<file path="src/rtl/fwvexrisc_wb_bridge.sv">
// fwvexrisc_wb_bridge
// Bridges the VexRiscv simple iBus/dBus command/response channels onto one
// classic Wishbone initiator port. One Wishbone cycle is outstanding at a
// time. Arbitration is fixed data-priority (ARB_MODE=0) or round-robin
// (ARB_MODE=1). DATA_WIDTH may be 32 or 64; the core side is always 32-bit.
// Optional watchdog: define FWVEXRISC_WB_BRIDGE_TIMEOUT_EN to end a cycle with
// an error response after TIMEOUT_CYCLES cycles without i_ack/i_err.
module fwvexrisc_wb_bridge #(
  parameter int ADDR_WIDTH     = 32,
  parameter int DATA_WIDTH     = 32,
  parameter int ARB_MODE       = 0,
  parameter int TURNAROUND     = 2,
  parameter int TIMEOUT_CYCLES = 255
) (
  input  logic                    clock,
  input  logic                    reset,
  input  logic                    iBus_cmd_valid,
  output logic                    iBus_cmd_ready,
  input  logic [31:0]             iBus_cmd_payload_pc,
  output logic                    iBus_rsp_valid,
  output logic                    iBus_rsp_payload_error,
  output logic [31:0]             iBus_rsp_payload_inst,
  input  logic                    dBus_cmd_valid,
  output logic                    dBus_cmd_ready,
  input  logic                    dBus_cmd_payload_wr,
  input  logic [31:0]             dBus_cmd_payload_address,
  input  logic [31:0]             dBus_cmd_payload_data,
  input  logic [1:0]              dBus_cmd_payload_size,
  output logic                    dBus_rsp_ready,
  output logic                    dBus_rsp_error,
  output logic [31:0]             dBus_rsp_data,
  output logic [ADDR_WIDTH-1:0]   i_adr,
  output logic [DATA_WIDTH-1:0]   i_dat_w,
  input  logic [DATA_WIDTH-1:0]   i_dat_r,
  output logic                    i_cyc,
  output logic                    i_stb,
  output logic                    i_we,
  output logic [DATA_WIDTH/8-1:0] i_sel,
  input  logic                    i_ack,
  input  logic                    i_err
);

  localparam int SEL_WIDTH = DATA_WIDTH / 8;
  // A 64-bit bus is addressed in 8-byte units; lane selects pick the bytes.
  localparam logic [31:0] ADDR_ALIGN = (DATA_WIDTH == 64) ? 32'hFFFF_FFF8 : 32'hFFFF_FFFF;

  typedef enum logic [1:0] {IDLE, DATA, INST, TURN} state_t;

  state_t                state, state_next;
  logic [1:0]            turn_cnt, turn_cnt_next;
  logic                  rr_data;       // 1: data wins the next simultaneous request
  logic                  prio_d;
  logic                  grant_d, grant_i;
  logic                  in_cycle, timeout_hit, timeout_only;
  logic                  wb_done, wb_error;
  logic [3:0]            mask4;
  logic [SEL_WIDTH-1:0]  sel_d;
  logic [DATA_WIDTH-1:0] dat_w_d;
  logic [31:0]           rd_word, rsp_word;

  // Truncate or zero-extend a 32-bit core address to the Wishbone width.
  function automatic logic [ADDR_WIDTH-1:0] fit_addr(input logic [31:0] a);
    logic [ADDR_WIDTH-1:0] r;
    r = '0;
    for (int b = 0; b < ADDR_WIDTH && b < 32; b++) r[b] = a[b];
    return r;
  endfunction

  // State register, turnaround counter and round-robin pointer.
  always_ff @(posedge clock) begin
    // NOTE: registers use non-blocking assignments so every flop samples pre-edge values.
    if (reset) begin
      state    <= IDLE;
      turn_cnt <= '0;
      rr_data  <= 1'b1;
    end else begin
      state    <= state_next;
      turn_cnt <= turn_cnt_next;
      if (grant_d)      rr_data <= 1'b0;
      else if (grant_i) rr_data <= 1'b1;
    end
  end

  assign in_cycle     = (state == DATA) || (state == INST);
  assign wb_done      = in_cycle && (i_ack || i_err || timeout_hit);
  assign timeout_only = timeout_hit && !i_ack && !i_err;
  assign wb_error     = i_err || timeout_only;
  assign rsp_word     = timeout_only ? 32'd0 : rd_word;
  assign prio_d       = (ARB_MODE == 0) ? 1'b1 : rr_data;

  // Grant, next state and turnaround count.
  always_comb begin
    // NOTE: every output of this block is defaulted first so no path can infer a latch.
    state_next    = state;
    turn_cnt_next = turn_cnt;
    grant_d       = 1'b0;
    grant_i       = 1'b0;
    case (state)
      IDLE: begin
        grant_d = dBus_cmd_valid && (!iBus_cmd_valid || prio_d);
        grant_i = iBus_cmd_valid && (!dBus_cmd_valid || !prio_d);
        if (grant_d)      state_next = DATA;
        else if (grant_i) state_next = INST;
      end
      DATA, INST: begin
        if (wb_done) begin
          if (TURNAROUND == 0) begin
            state_next = IDLE;
          end else begin
            state_next    = TURN;
            turn_cnt_next = 2'(TURNAROUND - 1);
          end
        end
      end
      TURN: begin
        if (turn_cnt == 2'd0) state_next = IDLE;
        else                  turn_cnt_next = turn_cnt - 2'd1;
      end
      default: state_next = IDLE;
    endcase
  end

  assign dBus_cmd_ready = grant_d;
  assign iBus_cmd_ready = grant_i;

  // Core-side 4-lane byte mask from transfer size and low address bits.
  always_comb begin
    mask4 = 4'b1111;
    case (dBus_cmd_payload_size)
      2'd0:    mask4 = 4'b0001 << dBus_cmd_payload_address[1:0];
      2'd1:    mask4 = dBus_cmd_payload_address[1] ? 4'b1100 : 4'b0011;
      default: mask4 = 4'b1111;
    endcase
  end

  generate
    if (DATA_WIDTH == 64) begin : g_w64
      logic adr_hi_q;
      // Remember which 32-bit half of the bus the current cycle targets.
      always_ff @(posedge clock) begin
        if (reset)        adr_hi_q <= 1'b0;
        else if (grant_d) adr_hi_q <= dBus_cmd_payload_address[2];
        else if (grant_i) adr_hi_q <= iBus_cmd_payload_pc[2];
      end
      assign sel_d   = dBus_cmd_payload_address[2] ? {mask4, 4'b0000} : {4'b0000, mask4};
      assign dat_w_d = {dBus_cmd_payload_data, dBus_cmd_payload_data};
      assign rd_word = adr_hi_q ? i_dat_r[63:32] : i_dat_r[31:0];
    end else begin : g_w32
      assign sel_d   = mask4;
      assign dat_w_d = dBus_cmd_payload_data;
      assign rd_word = i_dat_r;
    end
  endgenerate

  // Wishbone request registers and one-cycle response pulses.
  always_ff @(posedge clock) begin
    if (reset) begin
      i_adr                  <= '0;
      i_dat_w                <= '0;
      i_sel                  <= '0;
      i_we                   <= 1'b0;
      i_cyc                  <= 1'b0;
      i_stb                  <= 1'b0;
      iBus_rsp_valid         <= 1'b0;
      iBus_rsp_payload_error <= 1'b0;
      iBus_rsp_payload_inst  <= '0;
      dBus_rsp_ready         <= 1'b0;
      dBus_rsp_error         <= 1'b0;
      dBus_rsp_data          <= '0;
    end else begin
      iBus_rsp_valid         <= 1'b0;
      iBus_rsp_payload_error <= 1'b0;
      dBus_rsp_ready         <= 1'b0;
      dBus_rsp_error         <= 1'b0;
      if (grant_d) begin
        i_adr   <= fit_addr(dBus_cmd_payload_address & ADDR_ALIGN);
        i_we    <= dBus_cmd_payload_wr;
        i_dat_w <= dat_w_d;
        i_sel   <= sel_d;
        i_cyc   <= 1'b1;
        i_stb   <= 1'b1;
      end else if (grant_i) begin
        i_adr   <= fit_addr(iBus_cmd_payload_pc & ADDR_ALIGN);
        i_we    <= 1'b0;
        i_dat_w <= '0;
        i_sel   <= '1;
        i_cyc   <= 1'b1;
        i_stb   <= 1'b1;
      end
      if (wb_done) begin
        i_cyc <= 1'b0;
        i_stb <= 1'b0;
        if (state == DATA) begin
          dBus_rsp_ready <= 1'b1;
          dBus_rsp_error <= wb_error;
          dBus_rsp_data  <= rsp_word;
        end else begin
          iBus_rsp_valid         <= 1'b1;
          iBus_rsp_payload_error <= wb_error;
          iBus_rsp_payload_inst  <= rsp_word;
        end
      end
    end
  end

`ifdef FWVEXRISC_WB_BRIDGE_TIMEOUT_EN
  localparam int TO_W = (TIMEOUT_CYCLES < 2) ? 1 : $clog2(TIMEOUT_CYCLES);
  logic [TO_W-1:0] to_cnt;

  // Count cycles the current Wishbone cycle has been outstanding.
  always_ff @(posedge clock) begin
    if (reset || grant_d || grant_i) to_cnt <= '0;
    else if (in_cycle)               to_cnt <= to_cnt + 1'b1;
  end

  assign timeout_hit = in_cycle && (to_cnt == TO_W'(TIMEOUT_CYCLES - 1));
`else
  // Without the watchdog a cycle waits for i_ack/i_err indefinitely.
  localparam int unused_timeout_cycles = TIMEOUT_CYCLES;
  assign timeout_hit = 1'b0;
`endif

endmodule

</file>
<file path="config.mk">
export PLATFORM = sky130hd
export DESIGN_NAME = fwvexrisc_wb_bridge
export DESIGN_NICKNAME = d
export VERILOG_FILES = /design/src/rtl/fwvexrisc_wb_bridge.sv
export SDC_FILE = /design/constraint.sdc
export NUM_CORES = 1
export LEC_CHECK = 0
export ABC_CLOCK_PERIOD_IN_PS = 2150
export CAP_MARGIN = 40
export CELL_PAD_IN_SITES_DETAIL_PLACEMENT = 1
export CELL_PAD_IN_SITES_GLOBAL_PLACEMENT = 1
export CORE_MARGIN = 5
export CORE_UTILIZATION = 28
export CTS_CLUSTER_DIAMETER = 120
export DETAILED_ROUTE_END_ITERATION = 6
export PLACE_DENSITY = 0.88
export SLEW_MARGIN = 20
export SYNTH_ARGS = -nofsm -noshare
export SYNTH_HDL_FRONTEND = slang
export SYNTH_SLANG_ARGS = --single-unit
</file>
<file path="constraint.sdc">
create_clock -name clock -period 2.15 [get_ports clock]
set_input_delay 0.215 -clock clock [delete_from_list [all_inputs] [get_ports clock]]
set_output_delay 0.215 -clock clock [all_outputs]
set_load 0.03 [all_outputs]
</file>
==> impl_metrics.prom, run 1 <==
# TYPE chip_impl_metric gauge
chip_impl_metric{name="cts_num_sinks",unit=""} 142
chip_impl_metric{name="slew_headroom",unit=""} 0.7094
chip_impl_info{name="combinational_family_with_the_most_area_after_synthesis",value="compound AO/OA/AOI/OAI gates"} 1
chip_impl_metric{name="buffer_ports.inserted",unit=""} 277
chip_impl_metric{name="nFillCells",unit=""} 2221
chip_impl_info{name="worstSetupPathType",value="flip-flop to primary output"} 1
chip_impl_metric{name="cts_max_level",unit=""} 4
chip_impl_info{name="timing.hold.worst.class",value="input port to flip-flop"} 1
chip_impl_metric{name="synth.ff_latch_count",unit=""} 142
chip_impl_metric{name="highest_fanout_seen_on_the_critical_path",unit=""} 24
chip_impl_metric{name="finalCritPeriodShare",unit=""} 0.9581
chip_impl_metric{name="number_of_maximum_capacitance_violations",unit=""} 0
chip_impl_metric{name="start_util",unit=""} 0.2843
chip_impl_metric{name="grt_pass1_vias",unit=""} 6118
chip_impl_metric{name="finish.net_count",unit=""} 1046
chip_impl_info{name="crit_path_top_delay_cell",value="dfxtp_1"} 1
chip_impl_metric{name="share_of_synthesized_area_occupied_by_flip_flops_and_latches",unit=""} 0.5138
chip_impl_metric{name="cp_data_arrival_time",unit="ps"} 1840
chip_impl_metric{name="gr-total-overflow",unit=""} 0
chip_impl_metric{name="vdd_drop_max",unit="uV"} 540.4
chip_impl_metric{name="globalplace.congestion",unit=""} 0.7346
chip_impl_metric{name="cts.repair_timing.setup_buffer_count",unit=""} 0
chip_impl_metric{name="place_hpwl",unit="mm"} 15.60
chip_impl_metric{name="placedInstanceArea",unit="um2"} 8568
chip_impl_info{name="worstSetupStartpointType",value="flip-flop"} 1
chip_impl_metric{name="grt_first_pass_wirelength",unit="mm"} 32.61
chip_impl_metric{name="core_area",unit="um2"} 19460
chip_impl_info{name="ctsRootBufferMaster",value="clkbuf_16"} 1
chip_impl_metric{name="grt_antenna_before_repair",unit=""} 0
chip_impl_metric{name="die_width",unit="um"} 150.6
chip_impl_metric{name="floorplan.die.height",unit="um"} 150.6
chip_impl_metric{name="cts_max_path_buffers",unit=""} 2
chip_impl_metric{name="syn_nets",unit=""} 788
chip_impl_metric{name="muxShareOfSynthArea",unit=""} 0.004071
chip_impl_info{name="run_status",value="completed"} 1
chip_impl_metric{name="cts_inserted_buffers",unit=""} 17
chip_impl_info{name="critical_path.reg2reg.endpoint",value="i_adr[1]$_SDFFE_PP0P_"} 1
chip_impl_metric{name="synth_simple_gate_area_share",unit=""} 0.1918
chip_impl_metric{name="drc_errors",unit=""} 0
chip_impl_metric{name="ff_latch_area",unit="um2"} 2843
chip_impl_metric{name="achievable-frequency",unit="MHz"} 485.5
chip_impl_metric{name="synth_xor_area_frac",unit=""} 0
chip_impl_metric{name="critical_path_required",unit="ps"} 1930
chip_impl_metric{name="yosysWarnings",unit=""} 0
chip_impl_metric{name="synth_compound_area_frac",unit=""} 0.2239
chip_impl_metric{name="timing.clock.skew",unit="ps"} 9.337
chip_impl_metric{name="setup_viol",unit=""} 0
chip_impl_metric{name="final_period_minus_worst_setup_slack",unit="ps"} 2060
chip_impl_metric{name="ios",unit=""} 278
chip_impl_info{name="timing.hold.worst.start",value="reset"} 1
chip_impl_metric{name="synth_cell_types",unit=""} 37
chip_impl_metric{name="clk-insertion-delay-late",unit="ps"} 410
chip_impl_metric{name="synth.avg_cell_area",unit="um2"} 8.551
chip_impl_metric{name="max_stage_delay",unit="ps"} 340
chip_impl_metric{name="clk_pin_slew",unit="ps"} 60
chip_impl_metric{name="reg2reg_slack",unit="ps"} 330
chip_impl_metric{name="drt_first_pass_iters",unit=""} 4
chip_impl_metric{name="n_antenna_cell",unit=""} 0
chip_impl_metric{name="transition_time_at_the_pin_with_the_least_slew_margin",unit="ps"} 435.0
chip_impl_metric{name="min_delay_path_depth",unit=""} 2
chip_impl_metric{name="slew_violations",unit=""} 0
chip_impl_metric{name="drt_wl_total",unit="mm"} 21.72
chip_impl_metric{name="multi_input_comb_area",unit="um2"} 2389
chip_impl_metric{name="yosys.area_share.adder",unit=""} 0.009046
chip_impl_info{name="cts_tree",value="yes"} 1
chip_impl_info{name="final_common_cell",value="clkdlybuf4s50_1"} 1
chip_impl_info{name="cp_common_cell",value="buf_4"} 1
chip_impl_metric{name="cts.hold.buffers_added",unit=""} 0
chip_impl_info{name="worstSetupEndpointType",value="primary output"} 1
chip_impl_metric{name="vias_per_cell",unit=""} 4.860
chip_impl_metric{name="hold_viol_final",unit=""} 0
chip_impl_metric{name="vias",unit=""} 5745
chip_impl_metric{name="hold-worst-slack",unit="ps"} 245.2
chip_impl_metric{name="number_of_nets_with_antenna_violations_after_routing",unit=""} 0
chip_impl_metric{name="area.growth.synth_to_final",unit="%"} 66.08
chip_impl_metric{name="drive_above_1_share",unit=""} 0.08942
chip_impl_metric{name="grt_max_degree",unit=""} 50
chip_impl_metric{name="total_leakage_power",unit="nW"} 3.288
chip_impl_metric{name="syn-instance-count",unit=""} 647
chip_impl_metric{name="r2r_cells",unit=""} 8
chip_impl_metric{name="grt.total_usage",unit=""} 0.1825
chip_impl_info{name="cp_cell_sequence",value="inv_1, ha_2, buf_4, nand2_2, inv_2, buf_12, buf_4"} 1
chip_impl_info{name="worstHoldEndpoint",value="dBus_rsp_data[16]$_SDFFE_PP0P_"} 1
chip_impl_metric{name="dr.first_iter.drc_count",unit=""} 188
chip_impl_metric{name="rows",unit=""} 51
chip_impl_metric{name="synthesis.area",unit="um2"} 5533
chip_impl_info{name="layout.cells.most_common_list",value="274 x clkdlybuf4s50_1, 142 x dfxtp_1, 130 x nand2_1"} 1
chip_impl_metric{name="final_design_area_no_fill",unit="um2"} 9189
chip_impl_metric{name="power-per-cell-area",unit="nW/um2"} 1385
chip_impl_metric{name="die_area",unit="um2"} 22670
chip_impl_info{name="r2r-start",value="state[0]$_SDFFE_PP0P_"} 1
chip_impl_metric{name="route.detailed.wl_per_inst",unit="um"} 18.37
[where the power goes]
part | internal [W] | switching [W] | total [W] | leakage [nW]
combinational | 0.00239 | 0.00368 | 0.00607 | 1.84
sequential | 0.00333 | 0.000356 | 0.00369 | 1.16
clock | 0.00183 | 0.00115 | 0.00298 | 0.284
total | 0.00754 | 0.00519 | 0.0127 | 3.29
[how the worst max path moves through the flow]
stage,startpoint,endpoint,slack (ps),cells past startpoint
6_report,state[0]$_SDFFE_PP0P_,dBus_cmd_ready,90,7
3_3_place_gp,dBus_cmd_valid,iBus_cmd_ready,310,3
4_1_cts,state[0]$_SDFFE_PP0P_,dBus_cmd_ready,5,7
2_1_floorplan,state[0]$_SDFFE_PP0P_,state[0]$_SDFFE_PP0P_,500,6
5_1_grt,state[1]$_SDFFE_PP0P_,dBus_cmd_ready,-8,7
3_5_place_dp,dBus_cmd_valid,i_adr[28]$_SDFFE_PP0P_,280,5
[area by class of cell]
type	instances	area share
clock buffers	22	0.05270
well taps	265	0.03608
clock inverters	9	0.01198
flip-flops and latches	142	0.3094
repair buffers	297	0.3275
multi-input cells	441	0.2599
inverters	6	0.002451
[through the flow]
| step | utilization | std cells | setup WS (ps) | TNS (ps) | power, W |
|---|---|---|---|---|---|
| final | 0.4721 | 1182 | 90.08 | 0 | 0.01273 |
| after global routing | 0.4721 | 1182 | -7.537 | -7.537 | 0.01342 |
| after CTS | 0.4707 | 1181 | 4.593 | 0 | 0.01284 |
| after detailed placement | 0.4402 | 1150 | 278.4 | 0 | 0.009800 |
| after global placement | 0.4402 | 1150 | 308.5 | 0 | 0.009593 |
| after floorplan | - | 647 | 499.7 | 0 | 0.007345 |
[registers in the layout, summed over array words and instances (netlist names), 2 cells and up]
signal                 count
iBus_rsp_payload_inst     32
i_dat_w                   32
i_sel                      4
state                      2
dBus_rsp_data             32
i_adr                     32
turn_cnt                   2
[critical path: cells and delay by family (launching register included)]
family	cells	cell delay, ps
flip-flops	1	340
adder cells (fa/ha/maj)	1	240
AND/OR/NAND/NOR	1	70
buffers and inverters	5	770
[Yosys cell counts]
master,count,share of area
nand2_1,130,0.088
o21bai_1,1,0.0014
nor3_1,3,0.0027
nor3b_2,1,0.0023
a311oi_2,16,0.043
or2_1,1,0.0011
buf_1,1,0.00068
o211ai_2,1,0.0023
nor3b_1,1,0.0014
a22oi_1,33,0.045
buf_6,2,0.0041
dfxtp_1,142,0.51
a21oi_1,65,0.059
o21ai_2,1,0.0016
inv_1,5,0.0034
o32ai_1,1,0.0016
nand3_1,32,0.029
a221oi_1,1,0.0016
a211oi_1,5,0.0068
ha_1,4,0.0090
o21ai_1,1,0.00090
o211a_2,1,0.0018
and3b_1,1,0.0016
inv_2,1,0.00068
nor2_1,78,0.053
buf_2,23,0.021
clkbuf_1,23,0.016
o21a_1,1,0.0014
o21ai_0,34,0.031
nand2_2,1,0.0011
o21a_2,1,0.0016
nor3_2,2,0.0036
buf_4,9,0.012
mux2_2,2,0.0041
nor2b_1,1,0.0011
a311oi_1,16,0.025
nand2b_1,6,0.0068
[repair_timing]
| item | CTS | global route |
|---|---|---|
| setup endpoints to repair | 1 | 1 |
| gates cloned | 0 | 1 |
| endpoints found under the hold margin | 0 | 0 |
| gates resized for setup | 1 | 1 |
[per-layer routing]
metal	global-route usage	up-vias	wire length (um)
met1	0.1980	2777	8444
li1	-	2744	-
met5	0	-	0
met3	0.05750	40	1538
met4	0.07298	0	607
met2	0.3290	184	11130
[logic make-up (layout without fill, tap and decap cells)]
| logic type | after synthesis | in the layout |
|---|---|---|
| multiplexers | 2 | 2 |
| AO/OA/AOI/OAI | 178 | 178 |
| buffers and inverters | 64 | 334 |
| AND/OR/NAND/NOR | 257 | 257 |
| adder cells (fa/ha/maj) | 4 | 4 |
| flip-flops | 142 | 142 |
Power figures use the tool's default switching activity.
==> run 2, diff against run 1 <==
CAP_MARGIN = unset   (was 40)
CORE_UTILIZATION = 41   (was 28)
DONT_BUFFER_PORTS = 1   (was unset)
PLACE_DENSITY = 0.82   (was 0.88)
==> run 2 against run 1 <==
Compared with the run above: routed wire length is 18% lower; sequential power is 41% higher; die area is 30% lower; the flow now finishes with violations (negative hold slack); clock-buffer cell count is 2 lower; critical path depth is 1 lower; cell count is 30% lower; largest cell class is now sequential cells.
==> impl_metrics.prom, run 2 (synthesis results as in run 1) <==
# TYPE chip_impl_metric gauge
chip_impl_info{name="run_status",value="finished with violations"} 1
chip_impl_info{name="failed_checks",value="negative hold slack"} 1
chip_impl_metric{name="nFillCells",unit=""} 1566
chip_impl_metric{name="highest_fanout_seen_on_the_critical_path",unit=""} 33
chip_impl_metric{name="achievable-frequency",unit="MHz"} 483.5
chip_impl_metric{name="p_switching",unit="W"} 0.004858
chip_impl_metric{name="ios",unit=""} 278
chip_impl_metric{name="final_period_minus_worst_setup_slack",unit="ps"} 2068
chip_impl_metric{name="globalplace.congestion",unit=""} 0.8321
chip_impl_info{name="cp_cell_sequence",value="inv_1, ha_4, o21a_2, buf_4, nor3_2, dlygate4sd3_1"} 1
chip_impl_metric{name="setup_viol",unit=""} 0
chip_impl_metric{name="rows",unit=""} 42
chip_impl_metric{name="place_hpwl",unit="mm"} 12.13
chip_impl_metric{name="drive_above_1_share",unit=""} 0.1098
chip_impl_metric{name="number_of_nets_with_antenna_violations_after_routing",unit=""} 0
chip_impl_metric{name="power.clock.fraction",unit=""} 0.256
chip_impl_metric{name="power-per-cell-area",unit="nW/um2"} 1705
chip_impl_metric{name="grt_antenna_before_repair",unit=""} 0
chip_impl_metric{name="critical_path_required",unit="ps"} 2440
chip_impl_info{name="rsz0062_at_grt",value="false"} 1
chip_impl_info{name="worstSetupEndpointType",value="flip-flop"} 1
chip_impl_metric{name="grt_pass1_vias",unit=""} 5067
chip_impl_metric{name="min_delay_path_depth",unit=""} 1
chip_impl_metric{name="core_area",unit="um2"} 13240
chip_impl_metric{name="multi_input_comb_area",unit="um2"} 2405
chip_impl_info{name="crit_path_top_delay_cell",value="dlygate4sd3_1"} 1
chip_impl_metric{name="drc_errors",unit=""} 0
chip_impl_metric{name="cp_num_cells",unit=""} 6
chip_impl_metric{name="routedLengthMet1",unit="mm"} 6.314
chip_impl_metric{name="cts_num_sinks",unit=""} 142
chip_impl_metric{name="route.detailed.wl_per_inst",unit="um"} 21.38
chip_impl_metric{name="power.sequential.fraction",unit=""} 0.477
chip_impl_metric{name="start_util",unit=""} 0.4178
chip_impl_metric{name="cts.repair_timing.setup_buffer_count",unit=""} 0
chip_impl_info{name="worstSetupStartpointType",value="flip-flop"} 1
chip_impl_metric{name="die_width",unit="um"} 126.2
chip_impl_metric{name="buffer_ports.inserted",unit=""} 0
chip_impl_metric{name="combPwrFrac",unit=""} 0.267
chip_impl_info{name="timing.hold.worst.class",value="input port to flip-flop"} 1
chip_impl_metric{name="cp_data_arrival_time",unit="ps"} 2360
chip_impl_metric{name="cts_max_level",unit=""} 4
chip_impl_metric{name="clk-insertion-delay-late",unit="ps"} 410
chip_impl_metric{name="grt.total_usage",unit=""} 0.2159
chip_impl_metric{name="r2r_cells",unit=""} 6
chip_impl_metric{name="clk_pin_slew",unit="ps"} 60
chip_impl_metric{name="drt_wl_total",unit="mm"} 17.79
chip_impl_metric{name="totalNegativeSetupSlack",unit="ps"} 0
chip_impl_metric{name="ff_latch_area",unit="um2"} 2843
chip_impl_metric{name="n_antenna_cell",unit=""} 0
chip_impl_metric{name="max_stage_delay",unit="ps"} 560
chip_impl_metric{name="route.met2.wl",unit="mm"} 9.520
chip_impl_metric{name="area.growth.synth_to_final",unit="%"} 15.94
chip_impl_metric{name="grt_max_degree",unit=""} 145
chip_impl_metric{name="hold_viol_final",unit=""} 106
chip_impl_info{name="layout.cells.most_common_list",value="142 x dfxtp_1, 130 x nand2_1, 78 x nor2_1"} 1
chip_impl_metric{name="transition_time_at_the_pin_with_the_least_slew_margin",unit="ps"} 821.5
chip_impl_info{name="ctsRootBufferMaster",value="clkbuf_16"} 1
chip_impl_metric{name="finalCritPeriodShare",unit=""} 0.9619
chip_impl_metric{name="cts_max_path_buffers",unit=""} 2
chip_impl_info{name="highest-signal-layer",value="met4"} 1
chip_impl_info{name="final_common_cell",value="dfxtp_1"} 1
chip_impl_metric{name="number_of_maximum_capacitance_violations",unit=""} 0
chip_impl_metric{name="finish.net_count",unit=""} 784
chip_impl_info{name="cts_tree",value="yes"} 1
chip_impl_metric{name="vias_per_cell",unit=""} 5.799
chip_impl_metric{name="gr-total-overflow",unit=""} 0
chip_impl_info{name="worstSetupPathType",value="flip-flop to flip-flop"} 1
chip_impl_metric{name="drt_first_pass_iters",unit=""} 6
chip_impl_metric{name="slew_violations",unit=""} 0
chip_impl_metric{name="floorplan.die.height",unit="um"} 126.2
chip_impl_metric{name="path_buf_inv",unit=""} 3
chip_impl_metric{name="placedInstanceArea",unit="um2"} 5570
chip_impl_metric{name="grt_first_pass_wirelength",unit="mm"} 27.70
chip_impl_metric{name="vias",unit=""} 4825
chip_impl_info{name="gate_family_responsible_for_the_most_delay_along_the_worst_path",value="buffers and inverters"} 1
chip_impl_metric{name="total_leakage_power",unit="nW"} 2.332
chip_impl_metric{name="dr.first_iter.drc_count",unit=""} 354
chip_impl_metric{name="hold-worst-slack",unit="ps"} -123.8
chip_impl_metric{name="cts_inserted_buffers",unit=""} 17
chip_impl_metric{name="dr_wl_met3",unit="mm"} 1.605
chip_impl_metric{name="vdd_drop_max",unit="uV"} 695.1
chip_impl_metric{name="final_design_area_no_fill",unit="um2"} 6415
chip_impl_metric{name="power.share.switching",unit=""} 0.4442
chip_impl_metric{name="timing.clock.skew",unit="ps"} 12.37
chip_impl_metric{name="p_int",unit="W"} 0.006078
chip_impl_metric{name="slew_headroom",unit=""} 0.4503
chip_impl_metric{name="die_area",unit="um2"} 15920
[run 2: path summary, 6_finish.rpt]
| kind | from | slack (ps) | to |
|---|---|---|---|
| max reg2reg | state[1]$_SDFFE_PP0P_ | 80 | i_stb$_SDFFE_PP0P_ |
| min reg2reg | turn_cnt[1]$_SDFFE_PP0P_ | 500 | turn_cnt[1]$_SDFFE_PP0P_ |
| min | reset | -120 | i_adr[27]$_SDFFE_PP0P_ |
| max | state[1]$_SDFFE_PP0P_ | 80 | i_stb$_SDFFE_PP0P_ |
[run 2: layout make-up]
cell class / instances / area share
Clock inverter: 12 / 0.01755
Sequential cell: 142 / 0.4431
Multi-Input combinational cell: 441 / 0.3749
Timing Repair Buffer: 35 / 0.05539
Inverter: 6 / 0.003511
Tap cell: 176 / 0.03433
Clock buffer: 20 / 0.07119
[run 2: timing repair]
action	in CTS	in global routing
endpoints found under the setup margin	0	11
hold endpoints to repair	140	127
gates resized for setup	0	4
hold buffers	12	12
[run 2: power by group through the flow]
stage	clock [W]	combinational, W	sequential (W)
after floorplan	0	0.00232	0.00502
after global placement	0	0.00250	0.00525
after detailed placement	0	0.00271	0.00528
after CTS	0.00286	0.00278	0.00524
after global routing	0.00299	0.00327	0.00529
final	0.00280	0.00291	0.00522
[run 2: stage by stage]
stage	setup WS, ps	instances	total power, W	utilization	hold WS (ps)
finish	81.86	832	0.01094	0.4844	-123.8
detailed placement	263.6	776	0.007997	0.4206	297.0
CTS	18.34	820	0.01088	0.4727	-145.3
global placement	439.5	776	0.007749	0.4206	297.8
floorplan	499.7	647	0.007345	-	351.0
global route	8.019	832	0.01154	0.4844	-157.9
[run 2: per-layer routing]
metal / up-vias / track usage
met3: 27 / 0.08340
met4: 0 / 0.07445
li1: 2227 / -
met2: 200 / 0.3915
met5: - / 0
met1: 2371 / 0.2280
==> run 3, diff against run 2 <==
SETUP_SLACK_MARGIN = 0.15   (was unset)
==> run 3 against run 2 <==
Compared with the run above: global-route usage is 0.31 points lower; critical path depth stayed put; via count is 3.3% lower; the flow still finishes with violations (negative hold slack); critical endpoint is now dBus_rsp_data[30]$_SDFFE_PP0P_; sequential cell count stayed put.
==> impl_metrics.prom, run 3 (synthesis results as in run 1) <==
# TYPE chip_impl_metric gauge
chip_impl_info{name="run_status",value="finished with violations"} 1
chip_impl_info{name="failed_checks",value="negative hold slack"} 1
chip_impl_metric{name="n_antenna_cell",unit=""} 0
chip_impl_metric{name="drive_above_1_share",unit=""} 0.1137
chip_impl_metric{name="grt_pass1_vias",unit=""} 4972
chip_impl_metric{name="gr-total-overflow",unit=""} 0
chip_impl_metric{name="grt.total_usage",unit=""} 0.2128
chip_impl_metric{name="cts_num_sinks",unit=""} 142
chip_impl_metric{name="number_of_maximum_capacitance_violations",unit=""} 0
chip_impl_metric{name="p_int",unit="W"} 0.005952
chip_impl_metric{name="vias_per_cell",unit=""} 5.766
chip_impl_metric{name="vdd_drop_max",unit="uV"} 620.2
chip_impl_metric{name="clk-insertion-delay-late",unit="ps"} 410
chip_impl_metric{name="highest_fanout_seen_on_the_critical_path",unit=""} 20
chip_impl_metric{name="die_area",unit="um2"} 15920
chip_impl_metric{name="timing.clock.skew",unit="ps"} 12.73
chip_impl_metric{name="cts_inserted_buffers",unit=""} 17
chip_impl_metric{name="p_switching",unit="W"} 0.004807
chip_impl_metric{name="transition_time_at_the_pin_with_the_least_slew_margin",unit="ps"} 814.5
chip_impl_metric{name="cp_data_arrival_time",unit="ps"} 2190
chip_impl_info{name="layout.cells.most_common_list",value="142 x dfxtp_1, 130 x nand2_1, 78 x nor2_1"} 1
chip_impl_metric{name="dr.first_iter.drc_count",unit=""} 337
chip_impl_metric{name="vias",unit=""} 4665
chip_impl_metric{name="finalCritPeriodShare",unit=""} 0.8651
chip_impl_metric{name="rows",unit=""} 42
chip_impl_metric{name="buffer_ports.inserted",unit=""} 0
chip_impl_metric{name="slew_violations",unit=""} 0
chip_impl_metric{name="globalplace.congestion",unit=""} 0.8321
chip_impl_metric{name="totalNegativeSetupSlack",unit="ps"} 0
chip_impl_metric{name="cts_max_level",unit=""} 4
chip_impl_metric{name="core_area",unit="um2"} 13240
chip_impl_info{name="cts_tree",value="yes"} 1
chip_impl_info{name="worstSetupStartpointType",value="flip-flop"} 1
chip_impl_metric{name="slew_headroom",unit=""} 0.4550
chip_impl_info{name="worstSetupEndpointType",value="flip-flop"} 1
chip_impl_info{name="rsz0062_at_grt",value="false"} 1
chip_impl_metric{name="route.detailed.wl_per_inst",unit="um"} 21.35
chip_impl_metric{name="drt_first_pass_iters",unit=""} 4
chip_impl_metric{name="critical_path_required",unit="ps"} 2480
chip_impl_metric{name="hold-worst-slack",unit="ps"} -124.6
chip_impl_metric{name="power.share.switching",unit=""} 0.4468
chip_impl_metric{name="max_stage_delay",unit="ps"} 440
chip_impl_metric{name="number_of_nets_with_antenna_violations_after_routing",unit=""} 0
chip_impl_metric{name="setup_viol",unit=""} 0
chip_impl_metric{name="area.growth.synth_to_final",unit="%"} 11.53
chip_impl_metric{name="clk_pin_slew",unit="ps"} 60
chip_impl_metric{name="achievable-frequency",unit="MHz"} 537.6
chip_impl_info{name="final_common_cell",value="dfxtp_1"} 1
chip_impl_metric{name="floorplan.die.height",unit="um"} 126.2
chip_impl_metric{name="combPwrFrac",unit=""} 0.256
chip_impl_metric{name="post-route-util",unit=""} 0.4660
chip_impl_metric{name="final_period_minus_worst_setup_slack",unit="ps"} 1860
chip_impl_info{name="cp_cell_sequence",value="inv_1, ha_2, o211a_2, buf_12, nand2_1, a21oi_1"} 1
chip_impl_metric{name="die_width",unit="um"} 126.2
chip_impl_metric{name="grt_max_degree",unit=""} 145
chip_impl_info{name="ctsRootBufferMaster",value="clkbuf_16"} 1
chip_impl_metric{name="total_leakage_power",unit="nW"} 2.181
chip_impl_metric{name="power.clock.fraction",unit=""} 0.260
chip_impl_metric{name="grt_antenna_before_repair",unit=""} 0
chip_impl_metric{name="hold_viol_final",unit=""} 130
chip_impl_metric{name="cts_max_path_buffers",unit=""} 2
chip_impl_metric{name="ios",unit=""} 278
chip_impl_metric{name="drc_errors",unit=""} 0
chip_impl_info{name="timing.hold.worst.class",value="input port to flip-flop"} 1
chip_impl_metric{name="place_hpwl",unit="mm"} 12.13
chip_impl_metric{name="power-per-cell-area",unit="nW/um2"} 1744
chip_impl_metric{name="drt_wl_total",unit="mm"} 17.27
chip_impl_metric{name="power.sequential.fraction",unit=""} 0.485
chip_impl_metric{name="cts.hold.buffers_added",unit=""} 1
chip_impl_metric{name="start_util",unit=""} 0.4178
chip_impl_info{name="worstSetupPathType",value="flip-flop to flip-flop"} 1
chip_impl_metric{name="finish.net_count",unit=""} 761
chip_impl_metric{name="grt_first_pass_wirelength",unit="mm"} 27.29
chip_impl_metric{name="cts.repair_timing.setup_buffer_count",unit=""} 0
chip_impl_info{name="crit_path_top_delay_cell",value="ha_2"} 1
-- run 3: power by group through the flow --
stage	clock [W]	sequential, W	combinational [W]
floorplan	0	0.00502	0.00232
global placement	0	0.00525	0.00250
detailed placement	0	0.00528	0.00271
CTS	0.00286	0.00524	0.00273
global route	0.00299	0.00529	0.00310
finish	0.00279	0.00521	0.00275
-- run 3: what timing repair did --
item                                    CTS  global route
gates resized for setup                   0             2
endpoints found under the setup margin    0            29
hold endpoints to repair                140           138
-- run 3: critical path, delay by kind of cell (launching register included) --
kind,cells,cell delay [ps]
buffers and inverters,2,300
and+or+nand+nor,1,80
AOI/OAI and AO/OA,2,590
adders and majority gates,1,440
DFF,1,350
-- run 3: per-layer routing --
layer,up-vias,share of wire,track usage,wire [um]
met1,2288,0.36,0.2243,6261
li1,2179,-,-,-
met3,24,0.088,0.08340,1525
met2,174,0.53,0.3850,9158
met5,-,0,0,0
met4,0,0.019,0.07445,327
-- run 3: cell type report --
class	instances	area, um2
multi-input combinational	441	2395
clock buffer	20	456.7
fill	1587	7072
clock inverter	12	112.6
tap	176	220.2
inverter	6	22.52
timing repair buffer	12	121.4
sequential	142	2843
-- run 3: path summary, 6_finish.rpt --
check / cells after the start / slack [ps] / to / startpoint
max: 6 / 290 / dBus_rsp_data[30]$_SDFFE_PP0P_ / state[1]$_SDFFE_PP0P_
min: 1 / -120 / i_adr[26]$_SDFFE_PP0P_ / reset
max reg2reg: 6 / 290 / dBus_rsp_data[30]$_SDFFE_PP0P_ / state[1]$_SDFFE_PP0P_
min reg2reg: 2 / 500 / turn_cnt[1]$_SDFFE_PP0P_ / turn_cnt[1]$_SDFFE_PP0P_
-- run 3: through the flow --
step	instance area [um2]	total power [W]	worst slack [ps]	hold slack [ps]	cells
after floorplan	5533	0.007345	499.7	351.0	647
after global placement	5570	0.007749	439.5	297.8	776
after detailed placement	5570	0.007997	263.6	297.0	776
after CTS	6150	0.01083	150.3	-145.3	809
after global routing	6171	0.01138	191.9	-157.9	809
final	6171	0.01076	289.9	-124.6	809
